### config.mk
export PLATFORM = sky130hd
export DESIGN_NAME = cipher_round_engine
export DESIGN_NICKNAME = d
export VERILOG_FILES = /design/src/rtl/cipher_round_engine.sv
export SDC_FILE = /design/constraint.sdc
export NUM_CORES = 1
export LEC_CHECK = 0
export CORE_MARGIN = 10
export CORE_UTILIZATION = 55
export DETAILED_ROUTE_END_ITERATION = 16
export PLACE_DENSITY_LB_ADDON = 0.05
export SYNTH_ARGS = -nofsm -noshare
export SYNTH_HDL_FRONTEND = slang
export SYNTH_SLANG_ARGS = --single-unit
export TNS_END_PERCENT = 30
### constraint.sdc
create_clock -name clk -period 2.94 [get_ports clk]
set_input_delay 0.588 -clock clk [delete_from_list [all_inputs] [get_ports clk]]
set_output_delay 0.588 -clock clk [all_outputs]
set_load 0.02 [all_outputs]
### src/rtl/cipher_round_engine.sv
// Iterative byte-wise round engine: one round per cycle, valid/ready on both sides.
// Encrypt and decrypt share the datapath; the round counter runs up or down by mode.
module cipher_round_engine #(
    parameter int DATA_W = 32,
    parameter int ROUNDS = 4,
    parameter int ROT    = 3
) (
    input  logic              clk,
    input  logic              rst_n,
    input  logic              in_valid,
    output logic              in_ready,
    input  logic [DATA_W-1:0] in_data,
    input  logic              in_mode,
    input  logic [DATA_W-1:0] key,
    output logic              out_valid,
    input  logic              out_ready,
    output logic [DATA_W-1:0] out_data,
    output logic              out_mode,
    output logic              busy
);

    localparam int unsigned NB       = DATA_W / 8;
    localparam logic [7:0]  LAST_ENC = 8'(ROUNDS - 1);
    localparam logic [7:0]  WHITEN   = 8'h5A;

    typedef enum logic [1:0] {
        IDLE,
        RUN,
        DONE
    } state_t;

    state_t            state;
    state_t            state_nxt;
    logic [DATA_W-1:0] work;
    logic [DATA_W-1:0] key_q;
    logic [DATA_W-1:0] round_out;
    logic              mode_q;
    logic [7:0]        ctr;
    logic              last_round;

    function automatic logic [7:0] rotl8(input logic [7:0] v);
        return 8'((v << ROT) | (v >> (8 - ROT)));
    endfunction

    function automatic logic [7:0] rotr8(input logic [7:0] v);
        return 8'((v >> ROT) | (v << (8 - ROT)));
    endfunction

    function automatic logic [7:0] round_byte(input logic [7:0] d, input logic [7:0] k,
                                              input logic [7:0] r, input logic dec);
        if (dec)
            return rotr8(d - WHITEN) ^ k ^ r;
        else
            return rotl8(d ^ k ^ r) + WHITEN;
    endfunction

    always_comb begin
        round_out = '0;
        for (int unsigned b = 0; b < NB; b++)
            round_out[8*b +: 8] = round_byte(work[8*b +: 8], key_q[8*b +: 8], ctr, mode_q);
    end

    // Decrypt walks the counter down, so its final round is the one at zero.
    assign last_round = mode_q ? (ctr == 8'd0) : (ctr == LAST_ENC);

    always_comb begin
        state_nxt = state;
        in_ready  = 1'b0;
        out_valid = 1'b0;
        busy      = 1'b0;
        case (state)
            IDLE: begin
                in_ready = rst_n;
                if (in_valid && rst_n)
                    state_nxt = RUN;
            end
            RUN: begin
                busy = 1'b1;
                if (last_round)
                    state_nxt = DONE;
            end
            DONE: begin
                busy      = 1'b1;
                out_valid = 1'b1;
                if (out_ready)
                    state_nxt = IDLE;
            end
            default: state_nxt = IDLE;
        endcase
    end

    always_ff @(posedge clk or negedge rst_n) begin
        if (!rst_n)
            state <= IDLE;
        else
            state <= state_nxt;
    end

    always_ff @(posedge clk or negedge rst_n) begin
        if (!rst_n) begin
            work     <= '0;
            key_q    <= '0;
            mode_q   <= 1'b0;
            ctr      <= '0;
            out_data <= '0;
            out_mode <= 1'b0;
        end else begin
            case (state)
                IDLE: begin
                    if (in_valid) begin
                        work   <= in_data;
                        key_q  <= key;
                        mode_q <= in_mode;
                        ctr    <= in_mode ? LAST_ENC : 8'd0;
                    end
                end
                RUN: begin
                    work <= round_out;
                    ctr  <= mode_q ? ctr - 8'd1 : ctr + 8'd1;
                    // Result lands in a separate register so it survives the next accept.
                    if (last_round) begin
                        out_data <= round_out;
                        out_mode <= mode_q;
                    end
                end
                default: ;
            endcase
        end
    end

endmodule

* After elaboration in Yosys (flattened, before gate mapping)
Index checks and enable logic that the tools add are counted.
** Storage, ports and cells
- Register bits after elaboration :: 108
- Bits of input ports :: 69
- Output and inout port bits :: 36
- Logic and storage cells :: 75
** Operators by class
- Add/sub/neg operators :: 10
- Equal/unequal tests :: 7
- Mux-type cells :: 18
- Bitwise logic cells :: 24
- Reductions and logical operators :: 9
** Operators with widths (number)
- $xor 8x8->8 :: 16
- $pmux 32 s2 :: 1
- $mux 8 :: 6
- $add 8x7->8 const B :: 4
- $mux 32 :: 1
- $or 5x8->8 :: 4
- $or 8x3->8 :: 4
- $sub 8x7->8 const B :: 4
- $pmux 8 s2 :: 1
- $add 8x1->8 const B :: 1
- $eq 8x2->1 const B :: 1
- $logic_not 8->1 :: 1
- $mux 2 :: 4
- $ne 2x2->1 const B :: 4
- $sub 8x1->8 const B :: 1
- $pmux 2 s3 :: 1
- $reduce_and 2->1 :: 3
- $mux 1 :: 4
- $reduce_and 3->1 :: 1
- $eq 2x1->1 const B :: 1
- $eq 2x2->1 const B :: 1
- $logic_not 2->1 :: 1
- $reduce_bool 2->1 :: 1
- $reduce_or 2->1 :: 1
- $logic_and 1x1->1 :: 1

* Depth between registers and ports, before layout
Gate-level depths: netlist (run 1).
- Word-level depth :: 6
- Depth in mapped cells :: 10
- Gate-level depth less buffers :: 8

* Worst setup path before layout (run 1)
OpenSTA, ideal clock, no wires.
- Kind :: flip-flop to flip-flop
- Start point :: reg mode_q
- End point :: reg ctr[6]
- Library setup time :: 0.110 ns
- Arrival :: 2.469 ns
- Required time :: 2.830 ns
- Slack :: 0.360 ns
- Stages on the path, launching flop included :: 11
- Path buffers :: 2
- Period minus slack after synthesis :: 2.580 ns
- Path through :: dfrtp_1 > clkbuf_1 > clkinv_1 > clkbuf_1 > fa_1 > nor2b_1 > o21ai_0 > a21oi_1 > o21a_1 > nor3_1 > o41ai_1
** Between the ends
- Cells in the longest elaborated chain, start to end :: 2
** Ends and longest elaborated chain
- start, declared :: RTL line 37 : logic mode_q;
- start signal, assigned :: RTL line 113 : mode_q <= in_mode;
- $mux 8 :: RTL line 119 : ctr <= mode_q ? ctr - 8'd1 : ctr + 8'd1;
- $pmux 8 s2 :: RTL line 108 : case (state)
- end signal, assigned :: RTL line 114 : ctr <= in_mode ? LAST_ENC : 8'd0;
- end signal, assigned :: RTL line 119
- end, declared :: RTL line 38 : logic [7:0] ctr;
Every way passes these cells.
A chain may end at the register's enable or synchronous reset.

* Worst setup path after layout (run 1)
Same ends and word-level chain as after synthesis.

==> summary.md, run 1 <==
| Metric | Value |
|---|---|
| Total gr overflow | 0 |
| Fin crit share | about nine tenths |
| Post-synth top cells | dfrtp_1, xnor2_1, nand2_1 |
| Synth area leader | dfrtp_1 |
| CTS tree | yes |
| Final setup skew | a little over 0.009 ns |
| Outcome | complete, no violations |
| Primary FF master, synth | dfrtp_1 |
| CP startpoint kind | register |
| Placed Area | approximately 8100 sq um |
| Reg-to-reg slack, setup | 0.35 ns |
| Initial core utilization | 56.49% |
| Clock sink count | 108 |
| Final WL | 18550 um |
| Min-delay worst type | in -> async |
| Sum Neg Setup Slack | 0 ns |
| Nets | around 870 |
| CP endpoint kind | register |
| Antenna violations before repair | 0 |
| Crit path DAT | approximately 2.8 ns |
| Hold Vio Cnt, Final | 0 |
| Final setup fails | 0 |
| Vias in the first global route | 5617 |
| CTS resizes | 0 |
| Final instance area | 8338 sq um |
| Unrepaired setup endpoints after global routing | no |
| Top post-synthesis cells by area | dfrtp_1, xnor2_1, mux2_2 |
| Distinct cells, synth | 46 |
| Largest net degree at the start of global routing | 59 |
| CTS Buf Count | 9 |
| HPWL after detailed placement | 13610 um |
| # port buffers | 104 |
| Max-Cap Viols | 0 |
| Clock buffer depth | 2 |
| Cell Area, Synth | 6842 sq um |
| Residual DRC | 0 |
| 1st-iter DRT viols | 298 |
| Crit path time final | 2.592 ns |
| Synth warn | 0 |
| Chip width | 131.5 um |
| Layout cell share with drive strength beyond 1 | 9.936% |
| Synth Register Bits | 108 |
| Top-area cell type share of the netlist area | about two fifths |
| Worst Max-Slew Pin Slew | 0.7890 ns |
| Crit path required time | 3.19 ns |
| Ys async rst share | 100.0% |
| Worst r2r dst | ctr[6] |
| Core Region | 12110 sq um |
| Seq/Total Area, Yosys | about two fifths |
| Gp weighted congestion | 0.9125 |
| Max Clock Freq | 0.3858 GHz |
| Number of flops mapped to enable cells by yosys | 0 |
| Detailed Routing Iterations Pass 1 | 5 |
| DIE AREA | ~17000 sq um |
| Max Fanout on Critical Path | 17 |
| # diodes | 0 |
| Total Routing Usage GR | 21.53% |
| I/O pin count | 105 |
| Number of cells on the worst reg-to-reg path | 8 |
| Hold Buf Count CTS | 0 |
| Via density | 5.588 |
| CTS HTree Levels | 3 |
| First-pass GRT wire length | 30040 um |
| Crit Path Category | reg -> reg |
| Vias | between 5000 and 6000 |
| Synth Area per Inst | 9.973 sq um |
| Top-count cell post-synth | dfrtp_1 |
| # rows | 40 |
| P&R area growth vs syn | 21.87% |
| Clock-pin slew on the worst setup and hold paths | roughly 0.070 ns |
| Worst-Skew Late Latency | 0.36 ns |
| Postcts setup bufs | 0 |
| Avg WL per Cell | 19.47 um |
| Final ANT Viol Nets | 0 |
| Worst rel slew slack | 47.40% |
| Syn Inst Count | 686 |
| Clock root buffer master | clkbuf_16 |
| FF-to-FF Start | mode_q |
| Max-slew violation count | 0 |
| Syn_nets | 773 |
| Die Y | 131.5 um |
[stage by stage]
step / instances / util (%) / worst slack (ns) / hold slack [ns]
final: 953 / 68.84 / 0.3482 / 0.3741
after global routing: 953 / 68.84 / 0.1004 / 0.4257
after CTS: 953 / 68.84 / 0.3717 / 0.3968
after detailed placement: 939 / 66.59 / 0.3691 / 0.4750
after global placement: 939 / 66.59 / 0.5143 / 0.4669
after floorplan: 686 / - / 0.3604 / 0.2924
[final cells by class]
cell class                 count  area (sq um)
inverter                      23         86.33
clock buffer                  11         232.7
tap                          168         210.2
fill                         980          3774
clock inverter                 3         40.04
sequential                   108          2703
multi-input combinational    513          3842
timing repair buffer         127          1224
[state kept, by name, summed over array words and instances, names as in the netlist]
name	cells
state	2
ctr	8
key_q	32
work	32
out_data	32
mode_q	1
out_mode	1
[cell usage in the layout (no fill, tap or decap), drive strengths merged, types with 6 or more instances in the layout]
master	n
inv	22
o21ai	91
nand2	78
a21oi	41
buf	24
xnor3	14
o21a	6
nor2	11
nor2b	6
dfrtp	108
a21boi	6
and3	16
clkbuf	11
ha	17
xnor2	92
a31oi	6
a21o	15
xor2	23
nor3	8
clkdlybuf4s50	103
mux2	37
[kinds of logic after synthesis]
kind of cell | Yosys count | synth area share [%]
adders and majority gates | 18 | 3.402
DFF | 108 | 39.50
buffers and inverters | 65 | 4.389
xor gates and xnor gates | 134 | 21.07
AOI/OAI and AO/OA | 185 | 15.49
and+or+nand+nor | 134 | 9.163
muxes | 42 | 6.986
[layer usage]
metal / global-route usage [%] / part of all wire (%)
met1: 26.46 / 43
met2: 36.49 / 49
met3: 5.412 / 5.6
met4: 6.304 / 1.7
met5: 0 / 0
[worst max path at each step]
stage                     slack, ns    from      to
after floorplan                0.36  mode_q  ctr[6]
after global placement         0.51  mode_q  ctr[6]
after detailed placement       0.37  mode_q  ctr[6]
after CTS                      0.37  mode_q  ctr[6]
after global routing           0.10  mode_q  ctr[6]
final                          0.35  mode_q  ctr[6]
[critical path: stages, from the launching register on]
cell      delay (ns)
dfrtp_1         0.70
clkinv_1        0.30
fa_1            0.50
nor2b_1         0.16
o21ai_0         0.12
a21oi_1         0.21
o21a_1          0.15
nor3_1          0.05
o41ai_1         0.29
Power of run 1 is left out: the tool's default activity adds up to more than one toggle a clock period on the data nets, which glitch-free logic cannot reach.
==> run 2, diff against run 1 <==
- CORE_ASPECT_RATIO: unset -> 2
- CTS_CLUSTER_DIAMETER: unset -> 40
==> summary.md, run 2 (synthesis results as in run 1) <==
| Metric | Value |
|---|---|
| Outcome | complete, no violations (unchanged) |
| Routing usage on met3 | 4.907% (was 5.412%) |
| CP startpoint kind | register (unchanged) |
| Reg-to-reg slack, setup | 0.24 ns (was 0.35 ns) |
| Layout cell share with drive strength beyond 1 | 9.949% (was 9.936%) |
| First-pass GRT wire length | 32020 um (was 30040 um) |
| Worst-Skew Late Latency | 0.35 ns (was 0.36 ns) |
| Most frequent cells in the layout | dfrtp_1, clkdlybuf4s50_1, xnor2_1 (unchanged) |
| Worst rel slew slack | 42.36% (was 47.40%) |
| Total gr overflow | 0 (unchanged) |
| Clock sink count | 108 (unchanged) |
| CP endpoint kind | register (unchanged) |
| Crit path DAT | 2.92 ns (was 2.84 ns) |
| Clock buffer depth | 2 (unchanged) |
| Min-delay worst type | in -> async (unchanged) |
| Worst Max-Slew Pin Slew | 0.8646 ns (was 0.7890 ns) |
| CTS tree | yes (unchanged) |
| Core Region | 12200 sq um (was 12110 sq um) |
| I/O pin count | 105 (unchanged) |
| Gp weighted congestion | 0.9515 (was 0.9125) |
| Nets | 867 (was 869) |
| CTS Buf Count | 9 (unchanged) |
| Final setup skew | 0.007561 ns (was 0.009347 ns) |
| Max-slew violation count | 0 (unchanged) |
| Cell family with most CP delay | compound AO/OA/AOI/OAI gates (unchanged) |
| Chip width | 98.87 um (was 131.5 um) |
| Detailed Routing Iterations Pass 1 | 4 (was 5) |
| Via density | 5.814 (was 5.588) |
| Vias in the first global route | 5935 (was 5617) |
| Max Fanout on Critical Path | 13 (was 17) |
| Grt peak-use layer | met2 (unchanged) |
| Largest net degree at the start of global routing | 68 (was 59) |
| # diodes | 0 (unchanged) |
| Crit Path Category | reg -> reg (unchanged) |
| Vias | 5413 (was 5325) |
| Hold Buf Count CTS | 0 (unchanged) |
| Commonest non-fill, non-tap cell in the layout | dfrtp_1 (unchanged) |
| Total Routing Usage GR | 22.99% (was 21.53%) |
| DIE AREA | 17570 sq um (was 17300 sq um) |
| Initial core utilization | 56.10% (was 56.49%) |
| Residual DRC | 0 (unchanged) |
| Hold Vio Cnt, Final | 0 (unchanged) |
| Max-Cap Viols | 0 (unchanged) |
| Slowest cell on the critical path | dfrtp_1 (unchanged) |
| Antenna violations before repair | 0 (unchanged) |
| Fin crit share | 91.79% (was 88.16%) |
| Max Clock Freq | 0.3706 GHz (was 0.3858 GHz) |
| FF-to-FF Start | ctr[0] (was mode_q) |
| Postcts setup bufs | 0 (unchanged) |
| Clock-pin slew on the worst setup and hold paths | 0.07 ns (about the same) |
| CP Depth | 8 (unchanged) |
| Number of cells on the worst reg-to-reg path | 8 (unchanged) |
| Biggest regs | key_q: 32 flops, out_data: 32 flops, work: 32 flops (unchanged) |
| Worst r2r dst | ctr[6] (unchanged) |
| 1st-iter DRT viols | 245 (was 298) |
| Die Y | 177.7 um (was 131.5 um) |
| Avg WL per Cell | 21.56 um (was 19.47 um) |
| Worst path bufs/invs | 1 (unchanged) |
| Final worst slack | 0.2413 ns (was 0.3482 ns) |
| Met2 Usage GRT | 40.24% (was 36.49%) |
| CP max stage delay | 0.80 ns (was 0.70 ns) |
| P&R area growth vs syn | 22.26% (was 21.87%) |
| Crit path time final | 2.699 ns (was 2.592 ns) |
| CTS resizes | 0 (unchanged) |
| Setup WS pre-CTS | 0.3839 ns (was 0.3691 ns) |
| HPWL after detailed placement | 14920 um (was 13610 um) |
| Crit path required time | 3.16 ns (was 3.19 ns) |
| Final setup fails | 0 (unchanged) |
| Final WL | 20070 um (was 18550 um) |
| Fill cells | 984 (was 980) |
| CTS HTree Levels | 3 (unchanged) |
| # port buffers | 104 (unchanged) |
| Clock root buffer master | clkbuf_16 (unchanged) |
| Unrepaired setup endpoints after global routing | no (unchanged) |
| GRT met1 Usage | 25.28% (was 26.46%) |
| # rows | 57 (was 40) |
| Crit-path cells | inv_1 -> fa_1 -> nor2b_1 -> o21ai_0 -> a21oi_1 -> o21a_1 -> nor3_1 -> o41ai_1 (was clkinv_1 -> fa_1 -> nor2b_1 -> o21ai_0 -> a21oi_1 -> o21a_1 -> nor3_1 -> o41ai_1) |
| Final ANT Viol Nets | 0 (unchanged) |
| Sum Neg Setup Slack | 0 ns (unchanged) |
==> run 2: layer usage <==
metal	up-vias	wire length (um)
met4	0	981
met3	57	1151
met1	2638	7532
met5	-	0
met2	182	10410
li1	2536	-
==> run 2: per-stage QoR <==
step,instances,instance area [sq um],hold WS [ns],util [%]
global route,931,8364,0.5223,68.59
global placement,916,8024,0.4657,65.79
floorplan,686,6842,0.2924,-
CTS,931,8364,0.4908,68.59
finish,931,8364,0.4791,68.59
detailed placement,916,8024,0.4752,65.79
==> run 2: area by class of cell <==
cell class | instances | area (sq um) | area share [%]
multi-input combinational | 513 | 3842 | 45.94
sequential | 108 | 2703 | 32.31
timing repair buffer | 125 | 1209 | 14.45
tap | 147 | 183.9 | 2.199
clock inverter | 4 | 97.59 | 1.167
clock buffer | 11 | 242.7 | 2.902
inverter | 23 | 86.33 | 1.032
==> run 2: worst max path at each step <==
| stage | start | endpoint |
|---|---|---|
| 5_1_grt | ctr[0] | ctr[6] |
| 3_3_place_gp | in_valid | ctr[2] |
| 4_1_cts | state[0] | in_ready |
| 6_report | ctr[0] | ctr[6] |
| 3_5_place_dp | in_valid | ctr[7] |
| 2_1_floorplan | mode_q | ctr[6] |
==> run 2: worst reg2reg max path, stage by stage (launching register included) <==
cell	delay, ns
dfrtp_1	0.80
inv_1	0.18
fa_1	0.43
nor2b_1	0.17
o21ai_0	0.13
a21oi_1	0.28
o21a_1	0.17
nor3_1	0.05
o41ai_1	0.37
Power of run 2 is left out for the same reason.
